===== src/rtl/interrupt_request_ctrl_pkg.sv =====
// Shared CPU control types: interrupt vector select and request FSM states.
// The sequencer decodes both, so they live here rather than in the controller.
package interrupt_request_ctrl_pkg;

    typedef enum logic [1:0] {
        VEC_NONE = 2'd0,
        VEC_NMI  = 2'd1,
        VEC_IRQ  = 2'd2
    } int_vector_e;

    typedef enum logic {
        ST_IDLE    = 1'b0,
        ST_REQUEST = 1'b1
    } req_state_e;

endpackage


===== src/rtl/pin_synchronizer.sv =====
// Multi-flop synchronizer for one active-low asynchronous pin; level is active-high.
// valid rises once the chain holds only post-reset pin samples.
module pin_synchronizer #(
    parameter int SYNC_STAGES = 2
) (
    input  logic clk,
    input  logic nrst,
    input  logic pin_n,
    output logic level,
    output logic valid
);

    logic [SYNC_STAGES-1:0] pipe_q, pipe_d;
    logic [SYNC_STAGES-1:0] fill_q, fill_d;

    always_comb begin
        pipe_d = {pipe_q[SYNC_STAGES-2:0], pin_n};
        fill_d = {fill_q[SYNC_STAGES-2:0], 1'b1};
    end

    always_ff @(posedge clk) begin
        if (!nrst) begin
            pipe_q <= '1;
            fill_q <= '0;
        end else begin
            pipe_q <= pipe_d;
            fill_q <= fill_d;
        end
    end

    assign level = ~pipe_q[SYNC_STAGES-1];
    assign valid = fill_q[SYNC_STAGES-1];

endmodule


===== src/rtl/interrupt_request_ctrl.sv =====
// NMI/IRQ request controller: synchronizes the pins, latches NMI edges and
// presents one frozen interrupt request to the sequencer until acknowledged.
module interrupt_request_ctrl
    import interrupt_request_ctrl_pkg::*;
#(
    parameter int SYNC_STAGES = 2
) (
    input  logic       clk,
    input  logic       nrst,
    input  logic       enableFFs,
    input  logic       nmiPin,
    input  logic       irqPin,
    input  logic       processStatusRegIFlag,
    input  logic       instructionBoundary,
    input  logic       interruptAcknowleged,
    output logic       synchronizedNMI,
    output logic       nmiGenerated,
    output logic       irqGenerated,
    output logic       interruptRequest,
    output logic [1:0] interruptVector
);

    logic nmi_sync, nmi_valid, irq_sync, irq_valid;
    logic nmi_prev_q, nmi_prev_d;
    logic nmi_armed_q, nmi_armed_d;
    logic nmi_gen_q, nmi_gen_d;
    logic nmi_edge, nmi_ack, irq_eligible;
    req_state_e  state_q, state_d;
    int_vector_e vector_q, vector_d;

    pin_synchronizer #(.SYNC_STAGES(SYNC_STAGES)) u_nmi_sync (
        .clk(clk), .nrst(nrst), .pin_n(nmiPin), .level(nmi_sync), .valid(nmi_valid)
    );

    pin_synchronizer #(.SYNC_STAGES(SYNC_STAGES)) u_irq_sync (
        .clk(clk), .nrst(nrst), .pin_n(irqPin), .level(irq_sync), .valid(irq_valid)
    );

    // Edge detection is armed only after a genuine inactive pin sample, so a pin
    // already low at reset release is not mistaken for a fresh edge.
    always_comb begin
        nmi_edge     = nmi_sync & ~nmi_prev_q & nmi_armed_q;
        nmi_ack      = (state_q == ST_REQUEST) && (vector_q == VEC_NMI) && interruptAcknowleged;
        irq_eligible = irq_sync & irq_valid & ~processStatusRegIFlag;
        nmi_prev_d   = nmi_prev_q;
        nmi_armed_d  = nmi_armed_q;
        nmi_gen_d    = nmi_gen_q;
        if (enableFFs) begin
            nmi_prev_d  = nmi_sync;
            nmi_armed_d = nmi_armed_q | (nmi_valid & ~nmi_sync);
            if (nmi_edge) begin
                nmi_gen_d = 1'b1;
            end else if (nmi_ack) begin
                nmi_gen_d = 1'b0;
            end
        end
    end

    always_ff @(posedge clk) begin
        if (!nrst) begin
            state_q     <= ST_IDLE;
            vector_q    <= VEC_NONE;
            nmi_prev_q  <= 1'b0;
            nmi_armed_q <= 1'b0;
            nmi_gen_q   <= 1'b0;
        end else begin
            state_q     <= state_d;
            vector_q    <= vector_d;
            nmi_prev_q  <= nmi_prev_d;
            nmi_armed_q <= nmi_armed_d;
            nmi_gen_q   <= nmi_gen_d;
        end
    end

    always_comb begin
        state_d  = state_q;
        vector_d = vector_q;
        if (enableFFs) begin
            case (state_q)
                ST_IDLE: begin
                    if (instructionBoundary && (nmi_gen_q || irq_eligible)) begin
                        state_d  = ST_REQUEST;
                        vector_d = nmi_gen_q ? VEC_NMI : VEC_IRQ;
                    end
                end
                ST_REQUEST: begin
                    if (interruptAcknowleged) begin
                        state_d  = ST_IDLE;
                        vector_d = VEC_NONE;
                    end
                end
                default: begin
                    state_d  = ST_IDLE;
                    vector_d = VEC_NONE;
                end
            endcase
        end
    end

    always_comb begin
        synchronizedNMI  = nmi_sync;
        nmiGenerated     = nmi_gen_q;
        interruptRequest = (state_q == ST_REQUEST);
        irqGenerated     = (state_q == ST_REQUEST) && (vector_q == VEC_IRQ);
        interruptVector  = vector_q;
    end

endmodule

===== config.mk =====
export PLATFORM = sky130hd
export DESIGN_NAME = interrupt_request_ctrl
export DESIGN_NICKNAME = d
export VERILOG_FILES = /design/src/rtl/interrupt_request_ctrl_pkg.sv /design/src/rtl/pin_synchronizer.sv /design/src/rtl/interrupt_request_ctrl.sv
export SDC_FILE = /design/constraint.sdc
export NUM_CORES = 1
export LEC_CHECK = 0
export BUFFER_PORTS_ARGS = -buffer_cell sky130_fd_sc_hd__buf_4
export CAP_MARGIN = 20
export CORE_AREA = 2 2 39 41
export CTS_CLUSTER_SIZE = 16
export DETAILED_ROUTE_END_ITERATION = 10
export DIE_AREA = 0 0 41 43
export GPL_ROUTABILITY_DRIVEN = 0
export GPL_TIMING_DRIVEN = 0
export MAX_ROUTING_LAYER = met4
export PLACE_DENSITY = 0.54
export SETUP_SLACK_MARGIN = 0.5
export SLEW_MARGIN = 30
export SYNTH_ARGS = -nofsm -noshare
export SYNTH_HDL_FRONTEND = slang
export SYNTH_SLANG_ARGS = --single-unit
export TNS_END_PERCENT = 1

===== constraint.sdc =====
create_clock -name clk -period 1.2 [get_ports clk]
set_clock_uncertainty 0.05 [all_clocks]
set_input_delay 0.3 -clock clk [delete_from_list [all_inputs] [get_ports clk]]
set_output_delay 0.3 -clock clk [all_outputs]
set_load 0.05 [all_outputs]

Word-level counts from Yosys, hierarchy flattened
Index checks and enable logic that the tools add are counted.
Storage, ports and cells
  logic and storage cells: 45
  flip-flop bits (word level): 14
  bits of input ports: 8
Operators by class
  reductions and logical operators: 8
  bitwise logic cells: 11
  muxes and demuxes: 11
  equal/unequal tests: 4
Operators by type and width (count)
  two-way mux 1 bit: 6
  two-way mux 2 bit: 3
  AND 1 bit: 5
  inverter 1 bit: 5
  logical AND 1 bit: 4
  != test 2 bit, second input constant: 2
  case mux 2 bit (2 select lines): 1
  AND reduction 3 bit: 1
  equality test 2 x 1 -> 1 bit, second input constant: 1
  equality test 2 bit, second input constant: 1
  case mux 1 bit (2 select lines): 1
  AND reduction 2 bit: 1
  nonzero test 2 bit: 1
  logical OR 1 bit: 1
  bitwise OR 1 bit: 1

Longest topological paths before layout
  word-level depth: 7
  depth in mapped cells: 3
  depth with buffers taken out: 3

By module
A second synthesis with hierarchy kept.
Unflattened totals
  cells, all modules: 46
  area total of the unflattened synthesis: 473.0 µm²
Modules (own cells, without submodules)
  interrupt_request_ctrl: sequential area each 120.1 µm², cells an instance 30, instances 1, area an instance 267.8 µm²
  pin_synchronizer: sequential area each 80.1 µm², cells an instance 8, instances 2, area an instance 102.6 µm²

Least setup slack after synthesis
No wires, ideal clock.
  kind: register -> output
  from: register state_q (netlist: interruptRequest)
  to: output irqGenerated
  required time: 0.850 ns
  cell stages (with the launch flop): 3
  data arrival time: 1.435 ns
  path slack: -0.585 ns
  cells stage by stage: dfxtp_1 nand2_1 nor2_1
On the way
  cells in the longest elaborated chain, start to end: 1
Ends and longest elaborated chain
  start: declaration: line interrupt_request_ctrl.sv:28  | req_state_e state_q, state_d;
  start signal: assignment: line interrupt_request_ctrl.sv:67  | state_q <= state_d;
  logical AND 1 bit: line interrupt_request_ctrl.sv:104  | irqGenerated = (state_q == ST_REQUEST) && (vector_q == VEC_IRQ);
  end: declaration: line interrupt_request_ctrl.sv:18  | output logic irqGenerated,
No other way between the ends.

Worst setup path after layout
  from: register vector_q[1] (netlist: interruptVector[1])
  to: output irqGenerated
On the way
  cells in the longest elaborated chain, start to end: 2
Ends and longest elaborated chain
  start: declaration: line interrupt_request_ctrl.sv:29  | int_vector_e vector_q, vector_d;
  start signal: assignment: line interrupt_request_ctrl.sv:68  | vector_q <= vector_d;
  equality test 2 bit: line interrupt_request_ctrl.sv:104
  logical AND 1 bit: line interrupt_request_ctrl.sv:104
No other way between the ends.

==> impl_results.md <==
* Initial Util at between 30% and 40%
* Reg-to-reg slack, setup at approximately 10 ps
* Min Tclk post-route at 1260 ps
* Top cells by count, synth: dfxtp_1, nand2_1, nand2b_1, nand3_1, nor2_1
* CTS buffer count at 3
* CTS max path bufs at 2
* Tightest Hold Check Type: input pin to flop
* PortBufs at 13
* WP data required at ~850 ps
* Vias in the first global route at about 300
* Die Span Y at 43 µm
* Setup TNS at -76.0 ps
* Synth top area cells: dfxtp_1, nand2b_1, nand2_1
* Post-Syn Nets at approximately 50
* Largest area contributor in the netlist: dfxtp_1
* Slew headroom at a little over four fifths
* First-pass GRT wire length at around 1200 µm
* H-tree levels at 1
* # nets final at around 70
* GR Overflow Total at 0
* Post-Route WL at 792 µm
* Drt wl/cell at 10.2 µm
* # rows at 14
* Outcome: finished with violations
* Non-filler cells, final at between 70 and 80
* Critical path capture point type: primary output
* Clk sinks at 12
* Hold-critical path endpoint: u_irq_sync.fill_q[0]
* Clk pwr share at between 40% and 50%
* RSZ-0062 raised after global routing: true
* Sw power at 167 µW
* Yosys reg bits at 12
* Final worst path period share at 105%
* Setup crit start kind: flop
* Largest net degree at the start of global routing at 11
* Core area at 1380 µm²
* Top delay family on crit path: flip-flops
* Clock Tree Root: clkbuf_4
* R2R cell count at 4
* Distinct cells, synth at 19
* Pleak at between 0.0003 and 0.0004 µW
* F_max at just under 800 MHz
* VDD IR max at between 0.7 and 0.8 mV
* Pins over their slew limit at 0
* Max-cap violations at 0
* CP Class: flop to primary output
* Sequential share of the synthesized area at between 50% and 60%
* Synthesized instance count at 43
* Critical-path maximum fanout at 3
* Post-route DRC at 0
* Ys async rst share at 0%
* Hold-fix buffers, CTS at 0
* Syn Area/Cell at around 10 µm²
* Final hold vios at 0
* Worst hold path stage count at 1
* Final setup fails at 2
* Crit path cell chain: nand2_4, nor2_4, buf_6
* Sw frac at between 20% and 30%
* Dpl cells at between 70 and 80
* Setup ws final at -64.0 ps
* R2r endpoint: interruptVector[0]
* Sequential power share at between 50% and 60%
* Top cell type's share of synthesized area at ~56%
* I/O pins at 14
* Most common flop cell mapped by yosys: dfxtp_1
* Failing checks: negative setup slack
* Max stage delay on crit path at around 370 ps
* Yosys warning total at 0
* Hold Path Origin: nrst
* PD cells at 1220 nW/µm²
* Worst-skew pair later-pin latency at between 200 and 300 ps
* Pre-antenna DRT Iters at 4
* Number of synthesized flops with an enable pin at 0
* Iteration-0 DRC Markers at 3
* Number of diodes at 0
* Critical Path AT at 910 ps
* Worst path slowest cell: dfxtp_4
* Final core occ at between 40% and 50%
* Layout cells sized above 1 at approximately 47%
* Area Growth Syn to Fin at 51.5%
* P_int at 621 µW
* Worst-path clk slew at about 80 ps
* Via count at approximately 360
* Die area at between 1500 and 2000 µm²
* Logic pwr share at 7.5%
* Via/cell ratio at approximately 4.6
* Synth Cell Area at between 400 and 500 µm²
* WHS at ~110 ps
* Critical R2R Launch: interruptRequest
* Bufs and invs on worst path at 1
* Die width at between 40 and 50 µm
* Least-Margin Pin Slew at about 230 ps
* GRT Overall Usage at between 10 and 15%
* Number of routed nets with antenna violations at 0
* Initial antenna violation count at 0
* Most common cell in the synthesized netlist: dfxtp_1
* CTS tree: done
==> metal layers <==
layer / up-vias / global-route usage [%] / share of wire [%]
li1: 187 / - / -
met3: 2 / 3.14 / 7.1
met5: - / - / 0
met1: 156 / 14.6 / 44
met4: 0 / 8.00 / 1.1
met2: 13 / 14.1 / 48
==> cells by family after synthesis <==
logic type	synth area share [%]
compound gates	12.9
buf+inv	2.06
flops	56.5
simple gates	26.2
mux	2.35
==> worst register-to-register path: stages (launching register included) <==
cell and delay, ps:
dfxtp_4 370, buf_4 120, and3b_1 190, and3_1 160
a41o_1 190
==> power groups by stage <==
stage,Combinational [µW],Clock [µW],Sequential (µW)
final,58.9,318,410
after global routing,66.1,349,412
after CTS,59.3,327,412
after detailed placement,55.7,0,423
after global placement,55.1,0,423
after floorplan,25.8,0,424
==> metrics by stage <==
stage / power, µW / cell area, µm² / setup WS, ps
2_1_floorplan: 450 / 445 / 34.9
5_1_grt: 827 / 644 / -98.4
3_5_place_dp: 479 / 563 / 26.8
6_report: 788 / 644 / -64.0
4_1_cts: 799 / 642 / -76.2
3_3_place_gp: 478 / 563 / 27.9
==> timing repair <==
action                                 CTS  global route
gates resized for setup                 11             1
buffers inserted                         2             0
endpoints found under the hold margin    0             0
pin swaps                                4             1
setup endpoints to repair               12            12
==> layout by cell type, fill, tap and decap left out, types with 2 or more instances in the layout <==
master | synthesis | layout
buf_4 | 0 | 12
dfxtp_1 | 12 | 7
nand2b_1 | 5 | 5
nand2_1 | 5 | 4
dfxtp_4 | 0 | 4
nand3_1 | 3 | 3
clkbuf_4 | 0 | 3
nor2_1 | 3 | 2
buf_8 | 0 | 2
==> area by class of cell <==
| class | instances | area (µm²) |
|---|---|---|
| Tap cell | 16 | 20.0 |
| Clock buffer | 4 | 36.3 |
| Buffer | 1 | 5.00 |
| Multi-Input combinational cell | 29 | 191 |
| Timing Repair Buffer | 15 | 131 |
| Sequential cell | 12 | 256 |
| Fill cell | 140 | 739 |
| Inverter | 1 | 3.75 |
==> worst max path at each step <==
stage / from / end / slack [ps] / cells after the start
6_report: interruptVector[1] / irqGenerated / -60 / 3
2_1_floorplan: interruptRequest / irqGenerated / 30 / 2
4_1_cts: interruptRequest / irqGenerated / -80 / 3
3_5_place_dp: processStatusRegIFlag / interruptVector[0] / 30 / 4
3_3_place_gp: processStatusRegIFlag / interruptVector[0] / 30 / 4
5_1_grt: interruptVector[1] / irqGenerated / -100 / 3
==> sequential cells by signal (all words and copies together), names as in the netlist <==
name	flops
nmiGenerated	1
u_irq_sync.pipe_q	2
u_nmi_sync.pipe_q	2
u_nmi_sync.fill_q	1
nmi_armed_q	1
interruptVector	2
u_irq_sync.fill_q	1
nmi_prev_q	1
interruptRequest	1
Note: power is estimated with default switching activity, not from simulation.
